$ cat src/rtl/aes_key_sched_seq.sv
// AES-128 sequential key schedule: emits the eleven round keys one per
// valid/ready handshake, walking forward from the cipher key or backward
// from the round-10 key.

// Byte S-box computed from GF(2^8) inversion plus the affine map.
// dec=0 gives the forward S-box, dec=1 the inverse S-box.
module aes_sbox_lut (
  input  logic       dec,
  input  logic [7:0] din,
  output logic [7:0] dout
);

  function automatic logic [7:0] xt(input logic [7:0] a);
    return {a[6:0], 1'b0} ^ (a[7] ? 8'h1b : 8'h00);
  endfunction

  function automatic logic [7:0] gf_mul(input logic [7:0] a, input logic [7:0] b);
    logic [7:0] p;
    logic [7:0] aa;
    p  = 8'h00;
    aa = a;
    for (int i = 0; i < 8; i++) begin
      if (b[i]) p = p ^ aa;
      aa = xt(aa);
    end
    return p;
  endfunction

  // x^254 == x^-1 in GF(2^8); maps 0 to 0 as AES requires
  function automatic logic [7:0] gf_inv(input logic [7:0] x);
    logic [7:0] r;
    logic [7:0] p;
    r = 8'h01;
    p = x;
    for (int i = 1; i < 8; i++) begin
      p = gf_mul(p, p);
      r = gf_mul(r, p);
    end
    return r;
  endfunction

  function automatic logic [7:0] rotl(input logic [7:0] b, input int n);
    logic [7:0] r;
    r = b;
    for (int i = 0; i < n; i++) r = {r[6:0], r[7]};
    return r;
  endfunction

  logic [7:0] s_inv;
  logic [7:0] t_aff;

  // forward: affine(inv(x)); inverse: inv(affine^-1(x))
  always_comb begin
    dout  = 8'h00;
    s_inv = gf_inv(din);
    t_aff = rotl(din, 1) ^ rotl(din, 3) ^ rotl(din, 6) ^ 8'h05;
    if (dec)
      dout = gf_inv(t_aff);
    else
      dout = s_inv ^ rotl(s_inv, 1) ^ rotl(s_inv, 2) ^ rotl(s_inv, 3)
           ^ rotl(s_inv, 4) ^ 8'h63;
  end

endmodule

module aes_key_sched_seq (
  input  logic         clk,
  input  logic         rst,
  input  logic [127:0] key_i,
  input  logic         dec_i,
  input  logic         start_i,
  output logic [127:0] rk_o,
  output logic [3:0]   round_o,
  output logic         rk_valid_o,
  input  logic         rk_ready_i,
  output logic         busy_o,
  output logic         done_o
);

  localparam int NUM_SBOX = 4;

  typedef enum logic {IDLE, RUN} state_t;

  state_t       state, state_nxt;
  logic [127:0] rk;
  logic [3:0]   round;
  logic [7:0]   rcon, rcon_nxt;
  logic         dec_q;
  logic         done;

  logic [31:0]  w0, w1, w2, w3;
  logic [31:0]  sw;
  logic [NUM_SBOX-1:0][7:0] sb_in, sb_out;
  logic [31:0]  t;
  logic [127:0] rk_nxt;
  logic         hs, last;

  assign w0 = rk[127:96];
  assign w1 = rk[95:64];
  assign w2 = rk[63:32];
  assign w3 = rk[31:0];

  // Reverse step needs SubWord of the already-recovered w3', so the one
  // S-box bank is shared by selecting its source word on direction.
  assign sw    = dec_q ? (w3 ^ w2) : w3;
  assign sb_in = {sw[23:0], sw[31:24]};
  assign t     = sb_out ^ {rcon, 24'h0};

  for (genvar g = 0; g < NUM_SBOX; g++) begin : g_sbox
    aes_sbox_lut u_sbox (
      .dec  (1'b0),
      .din  (sb_in[g]),
      .dout (sb_out[g])
    );
  end

  assign hs   = (state == RUN) && rk_ready_i;
  assign last = dec_q ? (round == 4'd0) : (round == 4'd10);

  // next round key and rcon for the current direction
  always_comb begin
    rk_nxt   = rk;
    rcon_nxt = rcon;
    if (dec_q) begin
      rk_nxt[31:0]   = w3 ^ w2;
      rk_nxt[63:32]  = w2 ^ w1;
      rk_nxt[95:64]  = w1 ^ w0;
      rk_nxt[127:96] = w0 ^ t;
      rcon_nxt       = {1'b0, rcon[7:1]} ^ (rcon[0] ? 8'h8d : 8'h00);
    end else begin
      rk_nxt[127:96] = w0 ^ t;
      rk_nxt[95:64]  = w1 ^ w0 ^ t;
      rk_nxt[63:32]  = w2 ^ w1 ^ w0 ^ t;
      rk_nxt[31:0]   = w3 ^ w2 ^ w1 ^ w0 ^ t;
      rcon_nxt       = {rcon[6:0], 1'b0} ^ (rcon[7] ? 8'h1b : 8'h00);
    end
  end

  // FSM state register
  always_ff @(posedge clk) begin
    if (rst) state <= IDLE;
    else     state <= state_nxt;
  end

  // FSM next state: start only honoured in IDLE, leave after last handshake
  always_comb begin
    state_nxt = state;
    case (state)
      IDLE: if (start_i)     state_nxt = RUN;
      RUN:  if (hs && last)  state_nxt = IDLE;
      default:               state_nxt = IDLE;
    endcase
  end

  // key / round / rcon registers and the done pulse
  always_ff @(posedge clk) begin
    if (rst) begin
      rk    <= '0;
      round <= 4'd0;
      rcon  <= 8'h01;
      dec_q <= 1'b0;
      done  <= 1'b0;
    end else begin
      done <= 1'b0;
      if (state == IDLE && start_i) begin
        rk    <= key_i;
        dec_q <= dec_i;
        round <= dec_i ? 4'd10 : 4'd0;
        rcon  <= dec_i ? 8'h36 : 8'h01;
      end else if (hs) begin
        if (last) begin
          done <= 1'b1;
        end else begin
          rk    <= rk_nxt;
          rcon  <= rcon_nxt;
          round <= dec_q ? round - 4'd1 : round + 4'd1;
        end
      end
    end
  end

  assign rk_o       = rk;
  assign round_o    = round;
  assign rk_valid_o = (state == RUN);
  assign busy_o     = (state == RUN);
  assign done_o     = done;

endmodule
$ cat config.mk
export PLATFORM = sky130hd
export DESIGN_NAME = aes_key_sched_seq
export DESIGN_NICKNAME = d
export VERILOG_FILES = /design/src/rtl/aes_key_sched_seq.sv
export SDC_FILE = /design/constraint.sdc
export NUM_CORES = 2
export LEC_CHECK = 0
export ABC_CLOCK_PERIOD_IN_PS = 21300
export BUFFER_PORTS_ARGS = -buffer_cell sky130_fd_sc_hd__buf_4
export CORE_MARGIN = 10
export CORE_UTILIZATION = 60
export CTS_CLUSTER_DIAMETER = 200
export CTS_CLUSTER_SIZE = 30
export DETAILED_ROUTE_END_ITERATION = 10
export GPL_ROUTABILITY_DRIVEN = 0
export PLACE_DENSITY_LB_ADDON = 0.2
export SLEW_MARGIN = 20
export SYNTH_ARGS = -nofsm -noshare
export SYNTH_HDL_FRONTEND = slang
export SYNTH_SLANG_ARGS = --single-unit
$ cat constraint.sdc
create_clock -name clk -period 21.3 [get_ports clk]
set_clock_uncertainty 0.15 [all_clocks]
set_input_delay 4.26 -clock clk [delete_from_list [all_inputs] [get_ports clk]]
set_output_delay 4.26 -clock clk [all_outputs]
set_load 0.05 [all_outputs]
After elaboration in Yosys (flattened, before gate mapping)
Index checks and enable logic that the tools add are counted.
{"block": "word_totals", "reg_bits": 143, "output_inout_bits": 135, "elab_cells": 1642}
{"block": "classes", "n_mux": 834, "add_sub_neg": 2, "n_reduce_logical": 7, "bitwise_logic": 791, "eq_ne": 2}
{"cell": "XOR 8 bit", "count": 744}
{"cell": "2-to-1 mux 8 bit", "count": 425}
{"cell": "2-to-1 mux 5 bit", "count": 369}
{"cell": "2-to-1 mux 128 bit", "count": 3}
{"cell": "XOR 32 bit", "count": 11}
{"cell": "2-to-1 mux 96 bit", "count": 1}
{"cell": "2-to-1 mux 4 bit", "count": 9}
{"cell": "2-to-1 mux 32 bit", "count": 1}
{"cell": "2-to-1 mux 6 bit", "count": 5}
{"cell": "2-to-1 mux 7 bit", "count": 4}
{"cell": "inverter 1 bit (first input constant)", "count": 28}
{"cell": "inverter 4 bit", "count": 4}
{"cell": "2-to-1 mux 3 bit", "count": 4}
{"cell": "2-to-1 mux 1 bit", "count": 8}
{"cell": "2-to-1 mux 2 bit", "count": 4}
{"cell": "XOR 7 x 8 -> 8 bit", "count": 1}
{"cell": "XOR 8 x 5 -> 8 bit", "count": 1}
{"cell": "adder 4 x 1 -> 4 bit (second input constant)", "count": 1}
{"cell": "equality test 4 bit (second input constant)", "count": 1}
{"cell": "logical NOT 4 bit", "count": 1}
{"cell": "subtractor 4 x 1 -> 4 bit (second input constant)", "count": 1}
{"cell": "logical AND 1 bit", "count": 3}
{"cell": "OR reduction 3 bit", "count": 1}
{"cell": "!= test 2 x 1 -> 1 bit (second input constant)", "count": 1}
{"cell": "other kinds (4)", "count": 5}

Longest topological paths before layout
{"block": "depth", "ltp_word": 140, "ltp_mapped": 85, "depth_no_buf": 63}

Hierarchy
A second synthesis with hierarchy kept.
{"block": "hier_totals", "hier_cells": 17376, "hier_area_um2": 128261.8}
{"module": "aes_sbox_lut (g_sbox[1].u_sbox ...)", "area_each_um2": 29258.1, "seq_area_each_um2": 0.0, "instances": 3, "cells_each": 3962}
{"module": "aes_sbox_lut (g_sbox[0].u_sbox)", "area_each_um2": 30690.7, "seq_area_each_um2": 0.0, "instances": 1, "cells_each": 4246}
{"module": "aes_key_sched_seq", "area_each_um2": 9796.9, "seq_area_each_um2": 2862.7, "instances": 1, "cells_each": 1244}

Least setup slack after synthesis
Ideal clock, no wire load.
{"block": "synth_timing", "kind": "flip-flop to flip-flop", "from": "register dec_q", "to": "register rk[48], in the netlist rk_o[48]", "n_path_buf": 24, "t_arrival_ns": 17.660, "stages_incl_launch_ff": 82, "setup_time_ns": 0.086, "required_time_ns": 21.064, "path_slack_ns": 3.404, "path_cell_list": "dfxtp_1 buf_6 buf_12 buf_6 buf_12 buf_6 buf_6 buf_2 buf_6 buf_6 buf_6 buf_6 buf_4 clkbuf_1 clkbuf_1 nand2_1 xnor2_1 ha_1 [... 46 more ...] o21ai_0 mux2_2 xnor2_1 a21oi_1 xor2_1 clkbuf_1 a21oi_1 o311ai_1 xnor2_2 xor2_1 xor2_2 xnor2_2 xor2_1 xor2_1 nor2_1 a21oi_1 a211o_1 a211oi_1"}
{"block": "synth_between", "elab_chain_len": 136, "elab_cells_between_ends": 400, "classes_between": "eq/ne: 1; mux: 209; bitwise: 189; reduce/logical: 1"}
{"element": "start: declaration", "line_no": "88", "rtl": "logic dec_q;"}
{"element": "start signal: assignment", "line_no": "167", "rtl": "dec_q <= dec_i;"}
{"element": "2-to-1 mux 32 bit", "line_no": "105", "rtl": "assign sw = dec_q ? (w3 ^ w2) : w3;"}
{"element": "2-to-1 mux 5 bit, or another cell as far along", "line_no": "14", "rtl": "return {a[6:0], 1'b0} ^ (a[7] ? 8'h1b : 8'h00);"}
{"element": "XOR 8 bit (on tied branches)", "line_no": "14, 23"}
{"element": "XOR 8 bit or 2-to-1 mux 8 bit (tied branches)", "line_no": "23", "rtl": "if (b[i]) p = p ^ aa;"}
{"element": "2-to-1 mux 8 bit or XOR 8 bit (tied branches)", "line_no": "23"}
{"element": "XOR 8 bit or 2-to-1 mux 8 bit (tied branches)", "line_no": "23"}
{"element": "2-to-1 mux 8 bit or XOR 8 bit (tied branches)", "line_no": "23"}
{"element": "XOR 8 bit or 2-to-1 mux 8 bit (tied branches)", "line_no": "23"}
{"element": "[... 120 more ...]"}
{"element": "XOR 8 bit", "line_no": "61", "rtl": "^ rotl(s_inv, 4) ^ 8'h63;"}
{"element": "inverter 4 bit (no line)"}
{"element": "XOR 32 bit", "line_no": "107", "rtl": "assign t = sb_out ^ {rcon, 24'h0};"}
{"element": "XOR 32 bit", "line_no": "133", "rtl": "rk_nxt[63:32] = w2 ^ w1 ^ w0 ^ t;"}
{"element": "2-to-1 mux 96 bit", "line_no": "124", "rtl": "if (dec_q) begin"}
{"element": "2-to-1 mux 128 bit", "line_no": "171", "rtl": "if (last) begin"}
{"element": "2-to-1 mux 128 bit", "line_no": "170", "rtl": "end else if (hs) begin"}
{"element": "2-to-1 mux 128 bit", "line_no": "165", "rtl": "if (state == IDLE && start_i) begin"}
{"element": "end signal: assignment", "line_no": "166", "rtl": "rk <= key_i;"}
{"element": "end signal: assignment", "line_no": "174", "rtl": "rk <= rk_nxt;"}
{"element": "end: declaration", "line_no": "85", "rtl": "logic [127:0] rk;"}
Parallel ways exist; a longest one is shown, timed or not. The select of a mux whose other input is x is not followed.
A chain may end at the register's enable or synchronous reset.

Worst setup path after layout
{"block": "layout_timing", "from": "register dec_q", "to": "register rk[24], in the netlist rk_o[24]"}
{"block": "layout_between", "elab_chain_len": 136, "elab_cells_between_ends": 400, "classes_between": "eq/ne: 1; mux: 209; bitwise: 189; reduce/logical: 1"}
{"element": "2-to-1 mux 32 bit", "line_no": "105"}
{"element": "2-to-1 mux 5 bit, or another cell as far along", "line_no": "14"}
{"element": "XOR 8 bit (on tied branches)", "line_no": "14, 23"}
{"element": "XOR 8 bit or 2-to-1 mux 8 bit (tied branches)", "line_no": "23"}
{"element": "2-to-1 mux 8 bit or XOR 8 bit (tied branches)", "line_no": "23"}
{"element": "XOR 8 bit or 2-to-1 mux 8 bit (tied branches)", "line_no": "23"}
{"element": "2-to-1 mux 8 bit or XOR 8 bit (tied branches)", "line_no": "23"}
{"element": "XOR 8 bit or 2-to-1 mux 8 bit (tied branches)", "line_no": "23"}
{"element": "[... 120 more ...]"}
{"element": "XOR 8 bit", "line_no": "61"}
{"element": "inverter 4 bit (no line)"}
{"element": "XOR 32 bit", "line_no": "107"}
{"element": "XOR 32 bit", "line_no": "134", "rtl": "rk_nxt[31:0] = w3 ^ w2 ^ w1 ^ w0 ^ t;"}
{"element": "2-to-1 mux 96 bit", "line_no": "124"}
{"element": "2-to-1 mux 128 bit", "line_no": "171"}
{"element": "2-to-1 mux 128 bit", "line_no": "170"}
{"element": "2-to-1 mux 128 bit", "line_no": "165"}
Parallel ways exist; a longest one is shown, timed or not. The select of a mux whose other input is x is not followed.

==> summary.md <==
Timing would allow up to 49.6 MHz. Synthesis inferred 143 register bits. The largest driver fanout on the critical path is 27, and the number of remaining DRC errors is 0. The logs give 0 for the total setup violations reported at the end of the flow and 116,000 µm² for the area of the core.

The tools report the critical path arrival as 20,450 ps. The largest individual stage delay along the critical path comes from the cell sky130_fd_sc_hd__xnor2_2. Synthesis handed over a netlist of 9,352 instances. The worst slew margin relative to its limit was 26.0%.

The transition time at the pin with the least slew margin was 1100 ps; the number of flops mapped to enable cells by yosys was 0. The number of global-route vias before repair was 63,396; the post-route worst setup slack was 1120 ps. For the worst setup path, the data required time is 21,570 ps. After detailed placement, the design holds a cell count of 10,732.

The number of standard cells in the final layout excluding fillers is 10,767, and the number of hold-slack violations in the final timing report is 0. The level count of the clock H-tree came out at 4. In this run the horizontal extent of the chip is 362 µm. The sequential cells in the finished layout cover a total of 2870 µm².

In the final layout, the multi-input gates occupy 64,300 µm². The flow ran to the end, and the final reports show no timing, DRC or antenna violations. The worst setup path is launched from a register.

The number of warnings printed during yosys synthesis came out at 0. Most congested layer reported by global routing: met2. The detail-routed via count per cell is 6.36. The run gives 131,000 µm² as the full die area.

Setup repair after global routing left no endpoint under its margin. The number of max-slew violations in the final report was 0; the number of fillers in the final layout was 10,268. The wire-length estimate of the detail-placed layout is 166,000 µm.

The run gives 9,507 as the synthesized net count. After detailed routing, the average wire length per cell comes to 20.7 µm. The number of hold-repair buffers added at the cts stage is 0, and the final period demand of the worst path is 20,180 ps. The number of maximum-capacitance constraint violations was 0; the post-synthesis sequential area ratio was 4.07%. After the last flow step, the layout net total stands at 9,383. The growth of design area from synthesis to finish is 5.38%. In the layout the commonest cells are 1,682 x sky130_fd_sc_hd__xnor2_1, 1,381 x sky130_fd_sc_hd__nor2_1, 947 x sky130_fd_sc_hd__nand2_1. The post-route netlist has 11.8% of its cells at a drive strength greater than 1. The tightest min-delay check is of the register to register type. The number of buffers between clock root and the deepest sink came out at 2. Leaving out fill and tap cells, the most frequent cell in the layout is sky130_fd_sc_hd__xnor2_1. The final layout contains routed wiring with a total length of 223,000 µm.

For the clock latency on the worst-skew pair, the log shows 510 ps. In the global route stage, met3 resource usage came out at 7.45%. The count of port buffers added during placement came out at 267.

Clock-pin slew was measured on the worst setup and hold paths at 90 ps. Entering global routing, the biggest net connects 111 pins. The I/O pin total is 268, and the standard-cell row count is 125. The async set-or-reset flop fraction in the synthesized netlist is 0%, and the global-route wire length before repair is 353,000 µm.

In this run the remaining antenna-violating nets after routing total 0. A synthesized cell averages 7.52 µm². The worst setup path is of the register to register kind. The logs give 50.0% for the global routing usage on met2 and 68,496 for the total number of vias.

Area fraction of the dominant cell type after synthesis: 21.4%. The number of antenna violations at the first check in global routing is 8, and the distinct cell type count of the synthesized netlist is 137. The tree is rooted in a sky130_fd_sc_hd__clkbuf_16. Global routing consumed, on the met1 layer, 43.9% of the routing resources. After layout, the worst path uses 94.7% of the clock period. In the final timing run, aggregate negative setup slack is 0 ps. The type of destination of the critical path was a register. In this run, the number of DRC markers left after iteration 0 of detailed routing was 8,609. In the post-synthesis netlist, the biggest area contributors are sky130_fd_sc_hd__xnor2_1 21%, sky130_fd_sc_hd__xnor3_1 11%, sky130_fd_sc_hd__nor2_1 7.4%. The peak per-stage delay on the critical path is 820 ps. Prior to clock tree synthesis, the placed netlist has a worst setup slack of 782 ps.

Dominant register cell in the synthesized netlist: sky130_fd_sc_hd__dfxtp_1. The iteration count of the initial detailed-routing pass is 9, and the starting density of the core is 60.5%. sky130_fd_sc_hd__xnor2_1 takes more of the synthesized area than any other cell. TritonCTS built the clock tree.

The netlist area before placement is 70,300 µm², and the y dimension of the die is 362 µm. The run gives 143 as the clock sink count. Global routing used 32.1% of the available tracks. The leftover overflow at the end of global routing was 0; the number of clock buffers inserted by TritonCTS was 17. By instance count, the cell type seen most on the critical path is sky130_fd_sc_hd__xnor3_1.
## final timing paths
check             startpoint        end  slack, ps  cells past startpoint
setup / recovery       dec_q   rk_o[24]       1120                     59
hold / removal     rk_o[110]  rk_o[110]        390                      2
setup reg to reg       dec_q   rk_o[24]       1120                     59
hold reg to reg    rk_o[110]  rk_o[110]        390                      2
## cells in the mapped netlist (all sizes together) (59+ instances only)
master and n:
nand2 960, and2 72, o21ai 486, or3 59, a21oi 532, nand2b 91, mux2i 187, nor2 1399
xor2 609, buf 296, o22ai 180, nand3 183, a211oi 101, dfxtp 143, xnor3 371, xnor2 1911
a22oi 69, nor2b 75, inv 109, nor3 200, a31oi 66, clkbuf 366
## flip-flops by register name, indices dropped and copies added, names as in the netlist
name	count
rcon	8
rk_o	128
done_o	1
dec_q	1
round_o	4
busy_o	1
## per-stage QoR
| step | hold slack, ps | utilization, % | cell area, µm² |
|---|---|---|---|
| floorplan | 341 | - | 70300 |
| global placement | 361 | 63.0 | 73400 |
| detailed placement | 379 | 63.0 | 73400 |
| CTS | 391 | 63.6 | 74000 |
| global route | 425 | 63.7 | 74100 |
| finish | 391 | 63.7 | 74100 |
## layer usage
metal	wire [µm]	vias up	part of all wire (%)
met3	25200	458	11
met4	6350	12	2.8
li1	-	31832	-
met5	93	-	0.042
met2	98000	3536	44
met1	93300	32658	42
## area by class of cell
class | count | area share [%]
timing repair buffer | 521 | 5.34
tap | 1524 | 2.57
clock buffer | 18 | 0.579
inverter | 123 | 0.624
multi-input combinational | 8422 | 86.8
antenna | 2 | 0.00675
clock inverter | 14 | 0.236
sequential | 143 | 3.87
## repair_timing
action | CTS | global route
gates resized for setup | 0 | 9
endpoints found under the hold margin | 0 | 0
setup buffers | 0 | 1
setup endpoints to repair | 0 | 38
## logic make-up (layout without fill, tap and decap cells)
family / Yosys count / count (layout) / share of synthesized area, %
adder cells (fa/ha/maj): 23 / 23 / 0.416
flip-flops: 143 / 143 / 4.07
multiplexers: 231 / 231 / 3.43
AND/OR/NAND/NOR: 3225 / 3225 / 20.0
AO/OA/AOI/OAI: 2003 / 2003 / 18.5
other: 0 / 2 / 0
XOR/XNOR: 2940 / 2940 / 48.4
buffers and inverters: 787 / 676 / 5.17
## critical path: cells and delay by family, from the launching register on
| family | cells | cell delay [ps] |
|---|---|---|
| buffers and inverters | 2 | 600 |
| xor gates and xnor gates | 25 | 9320 |
| muxes | 3 | 1010 |
| and+or+nand+nor | 14 | 3500 |
| adders and majority gates | 2 | 1020 |
| DFF | 1 | 690 |
| AOI/OAI and AO/OA | 13 | 3740 |
Power is left out: the tool's default activity adds up to more than one toggle a clock period on the data nets, which glitch-free logic cannot reach.
